### src/rtl/dccm_arb.sv
// dccm_arb: shares the single DCCM port between the core LSU and a DMA master.
// The LSU has fixed priority. A starvation counter forces a DMA grant after
// MAX_WAIT consecutive denials. An owner pipeline matched to RD_LAT steers each
// read response back to the requester that issued it.
module dccm_arb #(
  parameter int unsigned XLEN     = 32,
  parameter int unsigned RD_LAT   = 1,
  parameter int unsigned MAX_WAIT = 4
) (
  input  logic            clk,
  input  logic            rst,
  input  logic            lsu_req,
  input  logic            lsu_we,
  input  logic [XLEN-1:0] lsu_addr,
  input  logic [XLEN-1:0] lsu_wdata,
  output logic            lsu_gnt,
  output logic [XLEN-1:0] lsu_rdata,
  output logic            lsu_rvalid,
  input  logic            dma_req,
  input  logic            dma_we,
  input  logic [XLEN-1:0] dma_addr,
  input  logic [XLEN-1:0] dma_wdata,
  output logic            dma_gnt,
  output logic [XLEN-1:0] dma_rdata,
  output logic            dma_rvalid,
  output logic [XLEN-1:0] dccm_raddr,
  output logic            dccm_rvalid_in,
  input  logic [XLEN-1:0] dccm_rdata,
  input  logic            dccm_rvalid_out,
  output logic [XLEN-1:0] dccm_waddr,
  output logic            dccm_wen,
  output logic [XLEN-1:0] dccm_wdata,
  output logic            arb_err
);

  localparam int unsigned WCW = $clog2(MAX_WAIT + 1);
  localparam logic [WCW-1:0] WAIT_MAX = WCW'(MAX_WAIT);

  logic [WCW-1:0]    wait_cnt_q, wait_cnt_d;
  logic [RD_LAT-1:0] own_vld_q, own_vld_d;
  logic [RD_LAT-1:0] own_id_q, own_id_d;
  logic [XLEN-1:0]   lsu_rdata_q, lsu_rdata_d;
  logic [XLEN-1:0]   dma_rdata_q, dma_rdata_d;
  logic              arb_err_q, arb_err_d;

  logic            force_dma;
  logic            sel_we;
  logic [XLEN-1:0] sel_addr;
  logic [XLEN-1:0] sel_wdata;
  logic            any_gnt;
  logic            rd_gnt;
  logic            last_vld;
  logic            last_id;

  // Zero-cycle arbitration and DCCM command drive for the winner.
  // Grants are gated by rst so every output reads 0 while reset is held.
  always_comb begin
    force_dma = (wait_cnt_q == WAIT_MAX);
    dma_gnt   = !rst && dma_req && (!lsu_req || force_dma);
    lsu_gnt   = !rst && lsu_req && !dma_gnt;
    any_gnt   = lsu_gnt || dma_gnt;
    sel_we    = dma_gnt ? dma_we    : lsu_we;
    sel_addr  = dma_gnt ? dma_addr  : lsu_addr;
    sel_wdata = dma_gnt ? dma_wdata : lsu_wdata;
    rd_gnt    = any_gnt && !sel_we;

    dccm_raddr     = '0;
    dccm_rvalid_in = 1'b0;
    dccm_waddr     = '0;
    dccm_wdata     = '0;
    dccm_wen       = 1'b0;
    if (rd_gnt) begin
      dccm_raddr     = sel_addr;
      dccm_rvalid_in = 1'b1;
    end else if (any_gnt) begin
      dccm_waddr = sel_addr;
      dccm_wdata = sel_wdata;
      dccm_wen   = 1'b1;
    end
  end

  // Starvation counter: counts consecutive denied DMA cycles, saturating.
  always_comb begin
    wait_cnt_d = wait_cnt_q;
    if (dma_gnt || !dma_req) begin
      wait_cnt_d = '0;
    end else if (wait_cnt_q != WAIT_MAX) begin
      wait_cnt_d = wait_cnt_q + 1'b1;
    end
  end

  // Owner pipeline shift and response steering back to the issuing requester.
  always_comb begin
    own_vld_d    = '0;
    own_id_d     = '0;
    own_vld_d[0] = rd_gnt;
    own_id_d[0]  = dma_gnt;
    for (int unsigned i = 1; i < RD_LAT; i++) begin
      own_vld_d[i] = own_vld_q[i-1];
      own_id_d[i]  = own_id_q[i-1];
    end

    last_vld   = own_vld_q[RD_LAT-1];
    last_id    = own_id_q[RD_LAT-1];
    lsu_rvalid = dccm_rvalid_out && last_vld && !last_id;
    dma_rvalid = dccm_rvalid_out && last_vld &&  last_id;

    // Response data goes straight through in the valid cycle, held otherwise.
    lsu_rdata   = lsu_rvalid ? dccm_rdata : lsu_rdata_q;
    dma_rdata   = dma_rvalid ? dccm_rdata : dma_rdata_q;
    lsu_rdata_d = lsu_rdata;
    dma_rdata_d = dma_rdata;

    // Either an orphan response or a missing expected response is an error.
    arb_err_d = arb_err_q || (dccm_rvalid_out != last_vld);
    arb_err   = arb_err_q;
  end

  // State registers with asynchronous active-high reset.
  always_ff @(posedge clk or posedge rst) begin
    if (rst) begin
      wait_cnt_q  <= '0;
      own_vld_q   <= '0;
      own_id_q    <= '0;
      lsu_rdata_q <= '0;
      dma_rdata_q <= '0;
      arb_err_q   <= 1'b0;
    end else begin
      wait_cnt_q  <= wait_cnt_d;
      own_vld_q   <= own_vld_d;
      own_id_q    <= own_id_d;
      lsu_rdata_q <= lsu_rdata_d;
      dma_rdata_q <= dma_rdata_d;
      arb_err_q   <= arb_err_d;
    end
  end

endmodule

### config.mk
export PLATFORM = sky130hd
export DESIGN_NAME = dccm_arb
export DESIGN_NICKNAME = d
export VERILOG_FILES = /design/src/rtl/dccm_arb.sv
export SDC_FILE = /design/constraint.sdc
export NUM_CORES = 1
export LEC_CHECK = 0
export ABC_AREA = 1
export BUFFER_PORTS_ARGS = -buffer_cell sky130_fd_sc_hd__buf_4
export CAP_MARGIN = 0
export CORE_MARGIN = 10
export CORE_UTILIZATION = 36
export DETAILED_ROUTE_END_ITERATION = 10
export PLACE_DENSITY = 0.77
export SLEW_MARGIN = 20
export SYNTH_ARGS = -nofsm -noshare
export SYNTH_HDL_FRONTEND = slang
export SYNTH_SLANG_ARGS = --single-unit
### constraint.sdc
create_clock -name clk -period 3.3 [get_ports clk]
set_input_delay 0.495 -clock clk [delete_from_list [all_inputs] [get_ports clk]]
set_output_delay 0.495 -clock clk [all_outputs]
set_load 0.02 [all_outputs]
[Word-level counts from Yosys, hierarchy flattened]
Cells that the tools add are included.
Cells by class
  $add $sub $neg: 1
  multiply operators: 0
  divide/modulo/power cells: 0
  $lt $le $gt $ge: 0
  equality and inequality tests: 3
  shift-type cells: 0
  muxes and demuxes: 15
  bitwise operators: 0
  reductions and logical operators: 19
Operators with widths (number)
  $mux W32: 9
  $logic_and A1 B1 Y1: 8
  $logic_not A1 Y1: 6
  $mux W3: 2
  $logic_or A1 B1 Y1: 4
  $mux W1: 4
  $add A3 B1 Y3 const B: 1
  $eq A3 B3 Y1 const B: 1
  $ne A3 B3 Y1 const B: 1
  $reduce_bool A2 Y1: 1
  $ne A1 B1 Y1: 1
Storage, ports and cells
  bits in registers: 70
  latch bits: 0
  RAM bits: 0
  bits in read-only memories: 0
  input port bits: 167
  output and inout port bits: 167
  logic and storage cells: 44
  memories kept: 0

[Depth between registers and ports, before layout]
Gate-level depths: netlist of run 1.
  word-level depth: 8
  gate-level depth with buffers: 10
  gate-level depth less buffers: 9

[Worst setup path after synthesis of run 1]
Ideal clock, no wire load.
  path type: input -> output
  start point: input port rst
  end point: output port dccm_waddr[14]
  arrival time: 3.100 ns
  data required time: 2.805 ns
  slack: -0.295 ns
  cell stages on the path: 7
  buffers on the path: 2
  cell sequence: inv_1 o21ai_0 inv_2 nand3_2 buf_6 buf_6 nor2_1
Between the ends
  cells in the longest elaborated chain, start to end: 8
  elaborated cells on any way between the ends: 13
  classes of those cells: mux (4); reduce/logical (9)
Ends and longest elaborated chain
  start: declaration: line 11  | input logic rst,
  $logic_not A1 Y1 (no line) *
  $logic_and A1 B1 Y1 (2 in a row): line 59  | dma_gnt = !rst && dma_req && (!lsu_req || force_dma);
  $logic_not A1 Y1: line 60  | lsu_gnt = !rst && lsu_req && !dma_gnt;
  $logic_and A1 B1 Y1: line 60
  $logic_or A1 B1 Y1: line 61  | any_gnt = lsu_gnt || dma_gnt;
  $mux W32 / $logic_and A1 B1 Y1 (equally long branches): line 75, 65
  $mux W32 *: line 72  | if (rd_gnt) begin
  end: declaration: line 30  | output logic [XLEN-1:0] dccm_waddr,
Mark *: on every way between the ends. The rest lies on a longest branch, timed or not.

[Worst setup path in the final report of run 1]
  start point: register wait_cnt_q[0]
  end point: output port dccm_raddr[6]
Between the ends
  cells in the longest elaborated chain, start to end: 8
  elaborated cells on any way between the ends: 11
  classes of those cells: eq/ne (1); mux (3); reduce/logical (7)
Ends and longest elaborated chain
  start: declaration: line 39  | logic [WCW-1:0] wait_cnt_q, wait_cnt_d;
  start signal: assignment: line 129  | wait_cnt_q <= wait_cnt_d;
  $eq A3 B3 Y1 *: line 58  | force_dma = (wait_cnt_q == WAIT_MAX);
  $logic_or A1 B1 Y1 *: line 59
  $logic_and A1 B1 Y1 *: line 59
  $logic_not A1 Y1: line 60
  $logic_and A1 B1 Y1: line 60
  $logic_or A1 B1 Y1: line 61
  $logic_and A1 B1 Y1: line 65  | rd_gnt = any_gnt && !sel_we;
  $mux W32 *: line 72
  end: declaration: line 26  | output logic [XLEN-1:0] dccm_raddr,
Marks and branches as above.

==> results of run 1 <==
-- kinds of logic (layout without fill, tap and decap cells) --
kind of cell    after synthesis  after routing  synth area share
buf+inv                     148            468             0.149
fa+ha+maj                     3              3           0.00874
xor+xnor                      2              2           0.00408
compound gates               99             99             0.115
other cells                   0              3                 0
simple gates                307            307             0.315
flops                        70             70             0.408
-- timing repair --
item	CTS	global route
gates resized for setup	0	1
setup buffers	0	0
endpoints found under the setup margin	0	10
-- worst paths after layout --
path,from,endpoint,slack [ns],cells after the start
setup / recovery,wait_cnt_q[0],dccm_raddr[6],0.26,9
hold / removal,dma_req,wait_cnt_q[2],0.48,3
setup reg to reg,wait_cnt_q[0],last_vld,1.22,9
hold reg to reg,arb_err,arb_err,0.50,1
max in group asynchronous,rst,dma_rdata_q[27],2.24,3
min in group asynchronous,rst,wait_cnt_q[2],0.49,3
-- worst min-delay path, delay by kind of cell --
| kind | cells | cell delay, ns |
|---|---|---|
| AO/OA/AOI/OAI | 1 | 0.05 |
| buffers and inverters | 1 | 0.12 |
| AND/OR/NAND/NOR | 1 | 0.10 |
-- sequential cells by signal, indices dropped and copies added (netlist names) --
signal,cells
arb_err,1
dma_rdata_q,32
last_vld,1
wait_cnt_q,3
lsu_rdata_q,32
last_id,1
-- cell usage after synthesis, types with 9 or more instances --
cell type,instances
buf_2,15
buf_6,9
clkbuf_1,15
dfrtp_1,70
inv_1,106
nand2_1,166
nand3_1,36
nor2_1,51
nor2_2,48
o21ai_0,74
o21ai_1,23
-- layout make-up --
cell class | count | area share
diodes | 3 | 0.00104
clock buffers | 10 | 0.0332
clock inverters | 6 | 0.0116
inverters | 109 | 0.0573
multi-input cells | 411 | 0.266
flip-flops and latches | 70 | 0.243
well taps | 143 | 0.0248
repair buffers | 343 | 0.363
-- power by group --
group	leakage [nW]	total [mW]	switching (mW)	internal, mW
combinational	3.24	1.37	0.801	0.564
clock	0.163	1.02	0.340	0.680
sequential	0.893	1.09	0.0507	1.04
-- placed cells by master (no fill, tap or decap) --
cell type / instances
nand3_1: 36
buf_4: 340
nand2_4: 1
nand2_8: 1
nor2_4: 1
xnor2_1: 1
dfrtp_1: 70
buf_12: 3
inv_2: 3
o21ai_0: 74
nor2_2: 48
nand2_1: 165
nor2_1: 51
bufinv_16: 2
clkinvlp_4: 1
diode_2: 3
inv_1: 105
nand3_4: 1
clkbuf_8: 1
clkbuf_16: 9
ha_1: 3
o21ai_1: 23
a21oi_1: 2
clkinv_2: 3
nand2_2: 2
xor2_1: 1
or2_2: 1
inv_6: 1
-- metal layers --
| metal | up-vias | share of wire |
|---|---|---|
| met3 | 18 | 0.11 |
| met2 | 219 | 0.51 |
| met4 | 0 | 0.015 |
| met5 | - | 0 |
| li1 | 2540 | - |
| met1 | 2174 | 0.37 |
==> flow_results.xml, run 1 <==
<?xml version="1.0" encoding="UTF-8"?>
<metrics>
  <group name="logic_synthesis">
    <metric name="synthesis.area" unit="mm^2">0.00430</metric>
    <metric name="synth-edff-count" unit="">0</metric>
    <metric name="ys.flop_type" unit="">dfrtp_1</metric>
    <metric name="synth_fp_nets" unit="">799</metric>
    <metric name="netlist_instances" unit="">629</metric>
    <metric name="synth_top_area_frac" unit="">0.408</metric>
    <metric name="postSynthAreaPerCell" unit="um^2">6.83</metric>
    <metric name="synth_seq_area_share" unit="">0.408</metric>
    <metric name="postSynthRegisterBits" unit="">70</metric>
    <metric name="synthDominantAreaCellType" unit="">dfrtp_1</metric>
    <metric name="ys_async_sr_fraction" unit="">1.00</metric>
    <metric name="synth_cell_type_count" unit="">21</metric>
    <metric name="synth.yosys.warnings" unit="">0</metric>
    <metric name="ys_top_cells_by_area" unit="">dfrtp_1 41%, nand2_1 15%, inv_1 9.3%</metric>
  </group>
  <group name="worst_setup_path">
    <metric name="crit_fanout" unit="">42</metric>
    <metric name="critical_path.cell_chain" unit="">inv_1, ha_1, nand2_2, nand2_4, nand2_8, buf_12, o21ai_1, nor2_1, buf_4</metric>
    <metric name="worst-path-buf-inv" unit="">3</metric>
    <metric name="max_stage_delay" unit="ns">0.38</metric>
    <metric name="critPathKind" unit="">flop to output pin</metric>
    <metric name="required" unit="ns">2.80</metric>
    <metric name="critical-path-top-delay-family" unit="">simple AND/OR/NAND/NOR gates</metric>
    <metric name="end_kind" unit="">output pin</metric>
    <metric name="critPathSlowestCell" unit="">dfrtp_1</metric>
    <metric name="worst_ep_arrival_time" unit="ns">2.55</metric>
    <metric name="critical_path.startpoint_type" unit="">flop</metric>
  </group>
  <group name="route">
    <metric name="detailedRoute.firstIterationViolations" unit="">316</metric>
    <metric name="drt-total-wl" unit="um">18700</metric>
    <metric name="remaining_drc_errors" unit="">0</metric>
    <metric name="detailroute.via_count" unit="">4951</metric>
    <metric name="firstDrtPassIters" unit="">5</metric>
    <metric name="wl_per_cell" unit="um">17.1</metric>
    <metric name="route.detailed.vias_per_inst" unit="">4.52</metric>
    <metric name="final_antenna_net_count" unit="">0</metric>
  </group>
  <group name="layout">
    <metric name="layout.core_utilization" unit="">0.623</metric>
    <metric name="multi_input_comb_area" unit="mm^2">0.00192</metric>
    <metric name="final_cells" unit="">1095</metric>
    <metric name="final_design_area_no_fill" unit="mm^2">0.00721</metric>
    <metric name="regArea" unit="mm^2">0.00175</metric>
    <metric name="syn_to_final_growth" unit="%">67.8</metric>
    <metric name="count_of_filler_cells_inserted_in_the_layout" unit="">1070</metric>
    <metric name="layout-drive-gt1-share" unit="">0.440</metric>
    <metric name="num-nets-final" unit="">1114</metric>
  </group>
  <group name="pwr">
    <metric name="power.density_cell_area" unit="mW/mm^2">482</metric>
    <metric name="vdd.ir_drop.worst" unit="mV">0.267</metric>
    <metric name="total_power" unit="mW">3.47</metric>
    <metric name="power.static_leakage" unit="nW">4.29</metric>
  </group>
  <group name="cts">
    <metric name="insertion_delay_to_the_later_sink_of_the_worst_skew_pair" unit="ns">0.32</metric>
    <metric name="cts-buffers-inserted" unit="">9</metric>
    <metric name="cts.reportedPaths.clkPinSlew" unit="ns">0.05</metric>
    <metric name="cts_num_sinks" unit="">70</metric>
    <metric name="cts-htree-levels" unit="">3</metric>
    <metric name="cts_hold_buf" unit="">0</metric>
    <metric name="clock_tree_from_tritoncts" unit="">yes</metric>
    <metric name="cts_root_buffer" unit="">clkbuf_16</metric>
    <metric name="max-clock-path-buffers" unit="">2</metric>
  </group>
  <group name="die">
    <metric name="chipWidth" unit="um">129</metric>
    <metric name="die_height" unit="um">129</metric>
    <metric name="die_area" unit="mm^2">0.0167</metric>
    <metric name="pin_count" unit="">334</metric>
    <metric name="initial_core_util" unit="">0.371</metric>
    <metric name="core-area" unit="mm^2">0.0116</metric>
    <metric name="floorplan.rows" unit="">39</metric>
  </group>
  <group name="timing">
    <metric name="layout_setup_ws" unit="ns">0.260</metric>
    <metric name="hold-worst-slack" unit="ns">0.485</metric>
    <metric name="clock.fmax" unit="MHz">329</metric>
    <metric name="timing_hold_violations_final" unit="">0</metric>
    <metric name="fin_setup_tns" unit="ns">0</metric>
    <metric name="max-slew-margin-rel" unit="">0.425</metric>
    <metric name="finalWorstPathRequiredPeriod" unit="ns">3.04</metric>
    <metric name="rsz0062_at_grt" unit="">false</metric>
    <metric name="finalMaxSlewViolations" unit="">0</metric>
    <metric name="worstMarginPinSlew" unit="ns">0.862</metric>
    <metric name="final.period_utilization" unit="">0.921</metric>
    <metric name="report.final.setup_viol" unit="">0</metric>
    <metric name="finClkSkew" unit="ns">0.00511</metric>
  </group>
  <group name="global_routing">
    <metric name="via_count_of_the_first_global_routing_pass" unit="">4904</metric>
    <metric name="pin_count_of_the_biggest_net_entering_global_routing" unit="">71</metric>
    <metric name="grt_use_total" unit="">0.209</metric>
    <metric name="most_used_routing_layer" unit="">met2</metric>
    <metric name="number_of_antenna_violations_at_the_first_check_in_global_routing" unit="">3</metric>
    <metric name="grt_util_met2" unit="">0.368</metric>
    <metric name="grt_pass1_wl" unit="um">27300</metric>
    <metric name="grtUsageMet3" unit="">0.0946</metric>
    <metric name="grt_overflow" unit="">0</metric>
    <metric name="grt_util_met1" unit="">0.217</metric>
  </group>
  <group name="placed_design">
    <metric name="post-dp-hpwl" unit="um">15500</metric>
    <metric name="postPlaceCellArea" unit="mm^2">0.00687</metric>
    <metric name="port_buffer_count" unit="">333</metric>
    <metric name="post_place_cells" unit="">1076</metric>
    <metric name="placement.setup.worst_slack" unit="ns">0.522</metric>
    <metric name="routabilityCongestion" unit="">0.979</metric>
  </group>
  <group name="min_path">
    <metric name="worst_hold_path_type" unit="">primary input to flop</metric>
  </group>
  <group name="flow_run">
    <metric name="drv_cap" unit="">0</metric>
  </group>
  <group name="status">
    <metric name="run_status" unit="">completed</metric>
  </group>
</metrics>
Note: power is estimated with default switching activity, not from simulation.
==> run 2: changes to the inputs <==
--- a/config.mk
+++ b/config.mk
@@ -8,10 +8,10 @@
 export ABC_AREA = 1
 export BUFFER_PORTS_ARGS = -buffer_cell sky130_fd_sc_hd__buf_4
 export CAP_MARGIN = 0
-export CORE_MARGIN = 10
-export CORE_UTILIZATION = 36
+export CORE_AREA = 10 10 121 123
 export DETAILED_ROUTE_END_ITERATION = 10
-export PLACE_DENSITY = 0.77
+export DIE_AREA = 0 0 131 133
+export PLACE_DENSITY = 0.73
 export SLEW_MARGIN = 20
 export SYNTH_ARGS = -nofsm -noshare
 export SYNTH_HDL_FRONTEND = slang
==> constraint.sdc (replaced) <==
create_clock -name clk -period 3.83 [get_ports clk]
set_input_delay 0.5745 -clock clk [delete_from_list [all_inputs] [get_ports clk]]
set_output_delay 0.5745 -clock clk [all_outputs]
set_load 0.02 [all_outputs]
==> flow_results.xml, run 2 (synthesis results as in run 1) <==
<?xml version="1.0" encoding="UTF-8"?>
<metrics>
  <group name="min_path">
    <metric name="holdPathStages" unit="">1</metric>
    <metric name="worst_hold_path_type" unit="">flop to flop</metric>
    <metric name="holdCritStartpoint" unit="">arb_err</metric>
    <metric name="whs_endpoint" unit="">arb_err</metric>
  </group>
  <group name="timing">
    <metric name="finalWorstPathRequiredPeriod" unit="ns">3.50</metric>
    <metric name="report.final.setup_viol" unit="">0</metric>
    <metric name="finClkSkew" unit="ns">0.00580</metric>
    <metric name="max-slew-margin-rel" unit="">0.408</metric>
    <metric name="fin_setup_tns" unit="ns">0</metric>
    <metric name="final.period_utilization" unit="">0.914</metric>
    <metric name="clock.fmax" unit="MHz">286</metric>
    <metric name="timing_hold_violations_final" unit="">0</metric>
    <metric name="rsz0062_at_grt" unit="">false</metric>
    <metric name="finalMaxSlewViolations" unit="">0</metric>
    <metric name="worstMarginPinSlew" unit="ns">0.888</metric>
  </group>
  <group name="global_routing">
    <metric name="grt_overflow" unit="">0</metric>
    <metric name="number_of_antenna_violations_at_the_first_check_in_global_routing" unit="">2</metric>
    <metric name="grt_pass1_wl" unit="um">28500</metric>
    <metric name="via_count_of_the_first_global_routing_pass" unit="">4995</metric>
    <metric name="pin_count_of_the_biggest_net_entering_global_routing" unit="">72</metric>
    <metric name="grt_use_total" unit="">0.211</metric>
  </group>
  <group name="cts">
    <metric name="max-clock-path-buffers" unit="">2</metric>
    <metric name="post_cts.resized_instances" unit="">0</metric>
    <metric name="insertion_delay_to_the_later_sink_of_the_worst_skew_pair" unit="ns">0.33</metric>
    <metric name="cts_root_buffer" unit="">clkbuf_16</metric>
    <metric name="cts-buffers-inserted" unit="">9</metric>
    <metric name="cts_hold_buf" unit="">0</metric>
    <metric name="cts_num_sinks" unit="">70</metric>
    <metric name="cts.reportedPaths.clkPinSlew" unit="ns">0.05</metric>
    <metric name="post-cts-setup-buffers" unit="">0</metric>
    <metric name="cts-htree-levels" unit="">3</metric>
    <metric name="clock_tree_from_tritoncts" unit="">yes</metric>
  </group>
  <group name="worst_setup_path">
    <metric name="end_kind" unit="">output pin</metric>
    <metric name="required" unit="ns">3.26</metric>
    <metric name="worstReg2RegEnd" unit="">last_vld</metric>
    <metric name="timing.reg2reg.worst_path_depth" unit="">10</metric>
    <metric name="critical_path.startpoint_type" unit="">flop</metric>
    <metric name="critPathKind" unit="">flop to output pin</metric>
    <metric name="setup.reg_to_reg.worst_slack" unit="ns">1.35</metric>
    <metric name="critical_path.reg2reg.startpoint" unit="">wait_cnt_q[1]</metric>
    <metric name="worst_ep_arrival_time" unit="ns">2.93</metric>
    <metric name="crit_fanout" unit="">36</metric>
  </group>
  <group name="placed_design">
    <metric name="routabilityCongestion" unit="">0.961</metric>
    <metric name="post-dp-hpwl" unit="um">15900</metric>
    <metric name="postPlaceCellArea" unit="mm^2">0.00687</metric>
    <metric name="port_buffer_count" unit="">333</metric>
  </group>
  <group name="route">
    <metric name="drt-total-wl" unit="um">19300</metric>
    <metric name="firstDrtPassIters" unit="">4</metric>
    <metric name="route.detailed.vias_per_inst" unit="">4.44</metric>
    <metric name="detailroute.via_count" unit="">4979</metric>
    <metric name="detailedRoute.firstIterationViolations" unit="">277</metric>
    <metric name="final_antenna_net_count" unit="">0</metric>
    <metric name="wl_per_cell" unit="um">17.2</metric>
    <metric name="remaining_drc_errors" unit="">0</metric>
  </group>
  <group name="die">
    <metric name="initial_core_util" unit="">0.347</metric>
    <metric name="die_area" unit="mm^2">0.0174</metric>
    <metric name="chipWidth" unit="um">131</metric>
    <metric name="floorplan.rows" unit="">41</metric>
    <metric name="pin_count" unit="">334</metric>
    <metric name="die_height" unit="um">133</metric>
    <metric name="core-area" unit="mm^2">0.0124</metric>
  </group>
  <group name="layout">
    <metric name="top_flop_regs" unit="">dma_rdata_q (32), lsu_rdata_q (32), wait_cnt_q (3)</metric>
    <metric name="most_frequent_standard_cell_in_the_layout_excluding_fill_and_tap_cells" unit="">buf_4</metric>
    <metric name="final_design_area_no_fill" unit="mm^2">0.00719</metric>
    <metric name="syn_to_final_growth" unit="%">67.4</metric>
    <metric name="commonest_cells_after_routing_fill_and_taps_aside" unit="">341 x buf_4, 165 x nand2_1, 105 x inv_1</metric>
    <metric name="layout-drive-gt1-share" unit="">0.438</metric>
    <metric name="num-nets-final" unit="">1113</metric>
  </group>
  <group name="pwr">
    <metric name="power_switching_share" unit="">0.342</metric>
    <metric name="power.share.combinational" unit="">0.392</metric>
    <metric name="clockPowerShare" unit="">0.294</metric>
    <metric name="power.net_switching" unit="mW">1.02</metric>
    <metric name="cell_internal_pwr" unit="mW">1.96</metric>
    <metric name="power.density_cell_area" unit="mW/mm^2">415</metric>
    <metric name="vdd.ir_drop.worst" unit="mV">0.197</metric>
    <metric name="power.static_leakage" unit="nW">4.28</metric>
    <metric name="pwr-share-seq" unit="">0.314</metric>
  </group>
  <group name="flow_run">
    <metric name="drv_cap" unit="">0</metric>
  </group>
  <group name="status">
    <metric name="run_status" unit="">completed</metric>
  </group>
</metrics>
-- run 2: changes by cell type in the layout (fill, tap and decap cells not counted), sizes merged --
cell and delta:
buf -1, diode -1, clkinvlp -1, clkinv -1, clkbuf +2
-- run 2: critical path: stages (launching register included) --
cell     delay (ns)
dfrtp_1        0.38
inv_1          0.09
ha_1           0.19
nand2_2        0.10
nand2_4        0.30
nand2_4        0.28
nand2_1        0.19
nand3_4        0.40
buf_12         0.36
nor2_1         0.14
buf_4          0.17
-- run 2: power groups by stage --
stage	Combinational (mW)	Sequential (mW)	Clock, mW
detailed placement	1.17	0.948	0
finish	1.17	0.936	0.878
CTS	1.18	0.937	0.898
floorplan	0.626	0.940	0
global route	1.27	0.951	0.933
global placement	1.17	0.942	0
-- run 2: worst max path at each step --
stage / from / to
2_1_floorplan: rst / dccm_waddr[14]
3_3_place_gp: wait_cnt_q[0] / dccm_waddr[22]
3_5_place_dp: wait_cnt_q[0] / dccm_waddr[31]
4_1_cts: wait_cnt_q[0] / dccm_waddr[31]
5_1_grt: wait_cnt_q[0] / dccm_wdata[31]
6_report: wait_cnt_q[0] / dccm_wdata[31]
-- run 2: cell type report --
type | instances | area, um^2
Tap cell | 172 | 215
Sequential cell | 70 | 1750
Inverter | 109 | 409
Timing Repair Buffer | 342 | 2580
Multi-Input combinational cell | 411 | 1910
Clock buffer | 12 | 246
Clock inverter | 4 | 70.1
Antenna cell | 2 | 5.00
Fill cell | 1150 | 5170
-- run 2: through the flow --
stage / total power, mW / util / cells / hold slack [ns] / setup slack (ns)
after floorplan: 1.57 / - / 629 / 0.525 / 0.0765
after global placement: 2.11 / 0.556 / 1104 / 0.459 / 0.754
after detailed placement: 2.12 / 0.556 / 1104 / 0.463 / 0.684
after CTS: 3.02 / 0.581 / 1120 / 0.479 / 0.310
after global routing: 3.16 / 0.582 / 1122 / 0.516 / 0.0436
final: 2.98 / 0.582 / 1122 / 0.476 / 0.330
-- run 2: layer usage --
| layer | global-route usage | share of wire |
|---|---|---|
| met1 | 0.236 | 0.38 |
| met2 | 0.353 | 0.49 |
| met3 | 0.0915 | 0.11 |
| met4 | 0.0661 | 0.018 |
| met5 | 0 | 0 |
==> run 3: changes to the inputs <==
--- a/config.mk
+++ b/config.mk
@@ -9,6 +9,7 @@
 export BUFFER_PORTS_ARGS = -buffer_cell sky130_fd_sc_hd__buf_4
 export CAP_MARGIN = 0
 export CORE_AREA = 10 10 121 123
+export CTS_BUF_LIST = sky130_fd_sc_hd__clkbuf_8
 export DETAILED_ROUTE_END_ITERATION = 10
 export DIE_AREA = 0 0 131 133
 export PLACE_DENSITY = 0.73
==> flow_results.xml, run 3 (synthesis results as in run 1) <==
<?xml version="1.0" encoding="UTF-8"?>
<metrics>
  <group name="cts">
    <metric name="cts.reportedPaths.clkPinSlew" unit="ns">0.07</metric>
    <metric name="cts-buffers-inserted" unit="">9</metric>
    <metric name="insertion_delay_to_the_later_sink_of_the_worst_skew_pair" unit="ns">0.34</metric>
    <metric name="cts-htree-levels" unit="">3</metric>
    <metric name="post-cts-setup-buffers" unit="">0</metric>
    <metric name="cts_hold_buf" unit="">0</metric>
    <metric name="clock_tree_from_tritoncts" unit="">yes</metric>
    <metric name="cts_num_sinks" unit="">70</metric>
    <metric name="max-clock-path-buffers" unit="">2</metric>
    <metric name="cts_root_buffer" unit="">clkbuf_8</metric>
    <metric name="post_cts.resized_instances" unit="">0</metric>
  </group>
  <group name="layout">
    <metric name="top_flop_regs" unit="">dma_rdata_q (32), lsu_rdata_q (32), wait_cnt_q (3)</metric>
    <metric name="syn_to_final_growth" unit="%">65.0</metric>
    <metric name="most_frequent_standard_cell_in_the_layout_excluding_fill_and_tap_cells" unit="">buf_4</metric>
    <metric name="num-nets-final" unit="">1113</metric>
    <metric name="count_of_filler_cells_inserted_in_the_layout" unit="">1167</metric>
    <metric name="layout-drive-gt1-share" unit="">0.438</metric>
    <metric name="commonest_cells_after_routing_fill_and_taps_aside" unit="">341 x buf_4, 165 x nand2_1, 107 x inv_1</metric>
  </group>
  <group name="die">
    <metric name="pin_count" unit="">334</metric>
    <metric name="die_area" unit="mm^2">0.0174</metric>
    <metric name="die_height" unit="um">133</metric>
    <metric name="floorplan.rows" unit="">41</metric>
    <metric name="initial_core_util" unit="">0.347</metric>
    <metric name="core-area" unit="mm^2">0.0124</metric>
    <metric name="chipWidth" unit="um">131</metric>
  </group>
  <group name="pwr">
    <metric name="power.static_leakage" unit="nW">4.24</metric>
    <metric name="power.density_cell_area" unit="mW/mm^2">387</metric>
    <metric name="power_switching_share" unit="">0.361</metric>
    <metric name="power.net_switching" unit="uW">989</metric>
    <metric name="power.share.combinational" unit="">0.426</metric>
    <metric name="cell_internal_pwr" unit="mW">1.75</metric>
    <metric name="clockPowerShare" unit="">0.233</metric>
    <metric name="pwr-share-seq" unit="">0.341</metric>
    <metric name="vdd.ir_drop.worst" unit="mV">0.170</metric>
  </group>
  <group name="worst_setup_path">
    <metric name="setup.reg_to_reg.worst_slack" unit="ns">1.34</metric>
    <metric name="critical-path-top-delay-family" unit="">simple AND/OR/NAND/NOR gates</metric>
    <metric name="worstReg2RegEnd" unit="">last_vld</metric>
    <metric name="timing.reg2reg.worst_path_depth" unit="">10</metric>
    <metric name="worst_path_most_repeated_cell" unit="">nand2_4</metric>
    <metric name="max_stage_delay" unit="ns">0.40</metric>
    <metric name="worst_ep_arrival_time" unit="ns">2.95</metric>
    <metric name="critPathKind" unit="">flop to output pin</metric>
    <metric name="worst-path-buf-inv" unit="">3</metric>
    <metric name="required" unit="ns">3.26</metric>
    <metric name="critical_path.startpoint_type" unit="">flop</metric>
    <metric name="critical_path.reg2reg.startpoint" unit="">wait_cnt_q[0]</metric>
    <metric name="end_kind" unit="">output pin</metric>
    <metric name="crit_fanout" unit="">36</metric>
    <metric name="critical_path.cell_chain" unit="">inv_1, ha_1, nand2_2, nand2_4, nand2_4, nand2_1, nand3_4, buf_12, nor2_1, buf_4</metric>
    <metric name="critPathSlowestCell" unit="">nand3_4</metric>
  </group>
  <group name="placed_design">
    <metric name="placement.setup.worst_slack" unit="ns">0.684</metric>
    <metric name="routabilityCongestion" unit="">0.961</metric>
    <metric name="post-dp-hpwl" unit="um">15900</metric>
    <metric name="port_buffer_count" unit="">333</metric>
  </group>
  <group name="status">
    <metric name="run_status" unit="">completed</metric>
  </group>
  <group name="timing">
    <metric name="timing_hold_violations_final" unit="">0</metric>
    <metric name="report.final.setup_viol" unit="">0</metric>
    <metric name="fin_setup_tns" unit="ns">0</metric>
    <metric name="max-slew-margin-rel" unit="">0.405</metric>
    <metric name="layout_setup_ws" unit="ns">0.308</metric>
    <metric name="final.period_utilization" unit="">0.920</metric>
    <metric name="finalMaxSlewViolations" unit="">0</metric>
    <metric name="clock.fmax" unit="MHz">284</metric>
    <metric name="finClkSkew" unit="ns">0.0109</metric>
    <metric name="finalWorstPathRequiredPeriod" unit="ns">3.52</metric>
    <metric name="rsz0062_at_grt" unit="">false</metric>
    <metric name="worstMarginPinSlew" unit="ns">0.893</metric>
  </group>
  <group name="global_routing">
    <metric name="pin_count_of_the_biggest_net_entering_global_routing" unit="">72</metric>
    <metric name="number_of_antenna_violations_at_the_first_check_in_global_routing" unit="">1</metric>
    <metric name="grt_pass1_wl" unit="um">28300</metric>
    <metric name="grt_use_total" unit="">0.209</metric>
    <metric name="via_count_of_the_first_global_routing_pass" unit="">4978</metric>
    <metric name="grt_overflow" unit="">0</metric>
  </group>
  <group name="min_path">
    <metric name="holdCritStartpoint" unit="">arb_err</metric>
    <metric name="holdPathStages" unit="">1</metric>
    <metric name="whs_endpoint" unit="">arb_err</metric>
    <metric name="worst_hold_path_type" unit="">flop to flop</metric>
  </group>
  <group name="route">
    <metric name="firstDrtPassIters" unit="">5</metric>
    <metric name="wl_per_cell" unit="um">17.1</metric>
    <metric name="drt-total-wl" unit="um">19200</metric>
    <metric name="detailedRoute.firstIterationViolations" unit="">302</metric>
    <metric name="detailroute.via_count" unit="">5005</metric>
    <metric name="remaining_drc_errors" unit="">0</metric>
    <metric name="final_antenna_net_count" unit="">0</metric>
    <metric name="route.detailed.vias_per_inst" unit="">4.46</metric>
  </group>
  <group name="flow_run">
    <metric name="drv_cap" unit="">0</metric>
  </group>
</metrics>
run 3: area by class of cell:
class                           count  area [um^2]  share of cell area
Timing Repair Buffer              342         2580               0.364
Clock buffer                       10          138              0.0194
Inverter                          109          409              0.0577
Sequential cell                    70         1750               0.247
Tap cell                          172          215              0.0304
Clock inverter                      6         77.6              0.0109
Antenna cell                        1         2.50            0.000353
Multi-Input combinational cell    411         1910               0.270
run 3: power by group through the flow:
stage / clock network [mW] / registers, mW / logic (mW)
finish: 0.640 / 0.934 / 1.17
global route: 0.693 / 0.949 / 1.27
CTS: 0.657 / 0.934 / 1.18
detailed placement: 0 / 0.948 / 1.17
global placement: 0 / 0.942 / 1.17
floorplan: 0 / 0.940 / 0.626
run 3: routing by layer:
metal	routed length, um	vias to the layer above	share of wire	track usage
met5	0	-	0	0
met1	7350	2230	0.38	0.233
met2	9350	227	0.49	0.356
met4	355	0	0.018	0.0532
met3	2140	23	0.11	0.0883
li1	-	2525	-	-
run 3: per-stage QoR:
stage               utilization  std cells  area, um^2  hold slack [ns]  power, mW
finish                    0.573       1121        7090            0.478       2.74
global route              0.573       1121        7090            0.520       2.91
floorplan                     -        629        4300            0.525       1.57
CTS                       0.573       1120        7080            0.483       2.77
detailed placement        0.556       1104        6870            0.463       2.12
global placement          0.556       1104        6870            0.459       2.11
run 3: worst reg2reg max path: stages, from the launching register on:
cell	delay [ns]
dfrtp_1	0.35
inv_1	0.07
ha_1	0.22
nand2_2	0.12
nand2_4	0.23
nand2_4	0.35
buf_4	0.39
nand2_1	0.09
nand3_1	0.08
buf_4	0.34
inv_1	0.12
run 3: worst max path at each step:
stage                   from             end  slack (ns)  cells after the start
2_1_floorplan            rst  dccm_waddr[14]        0.08                      7
3_3_place_gp   wait_cnt_q[0]  dccm_waddr[22]        0.75                     10
3_5_place_dp   wait_cnt_q[0]  dccm_waddr[31]        0.68                     10
4_1_cts        wait_cnt_q[0]  dccm_waddr[31]        0.29                     10
5_1_grt        wait_cnt_q[0]  dccm_wdata[31]        0.01                     10
6_report       wait_cnt_q[0]  dccm_wdata[31]        0.31                     10
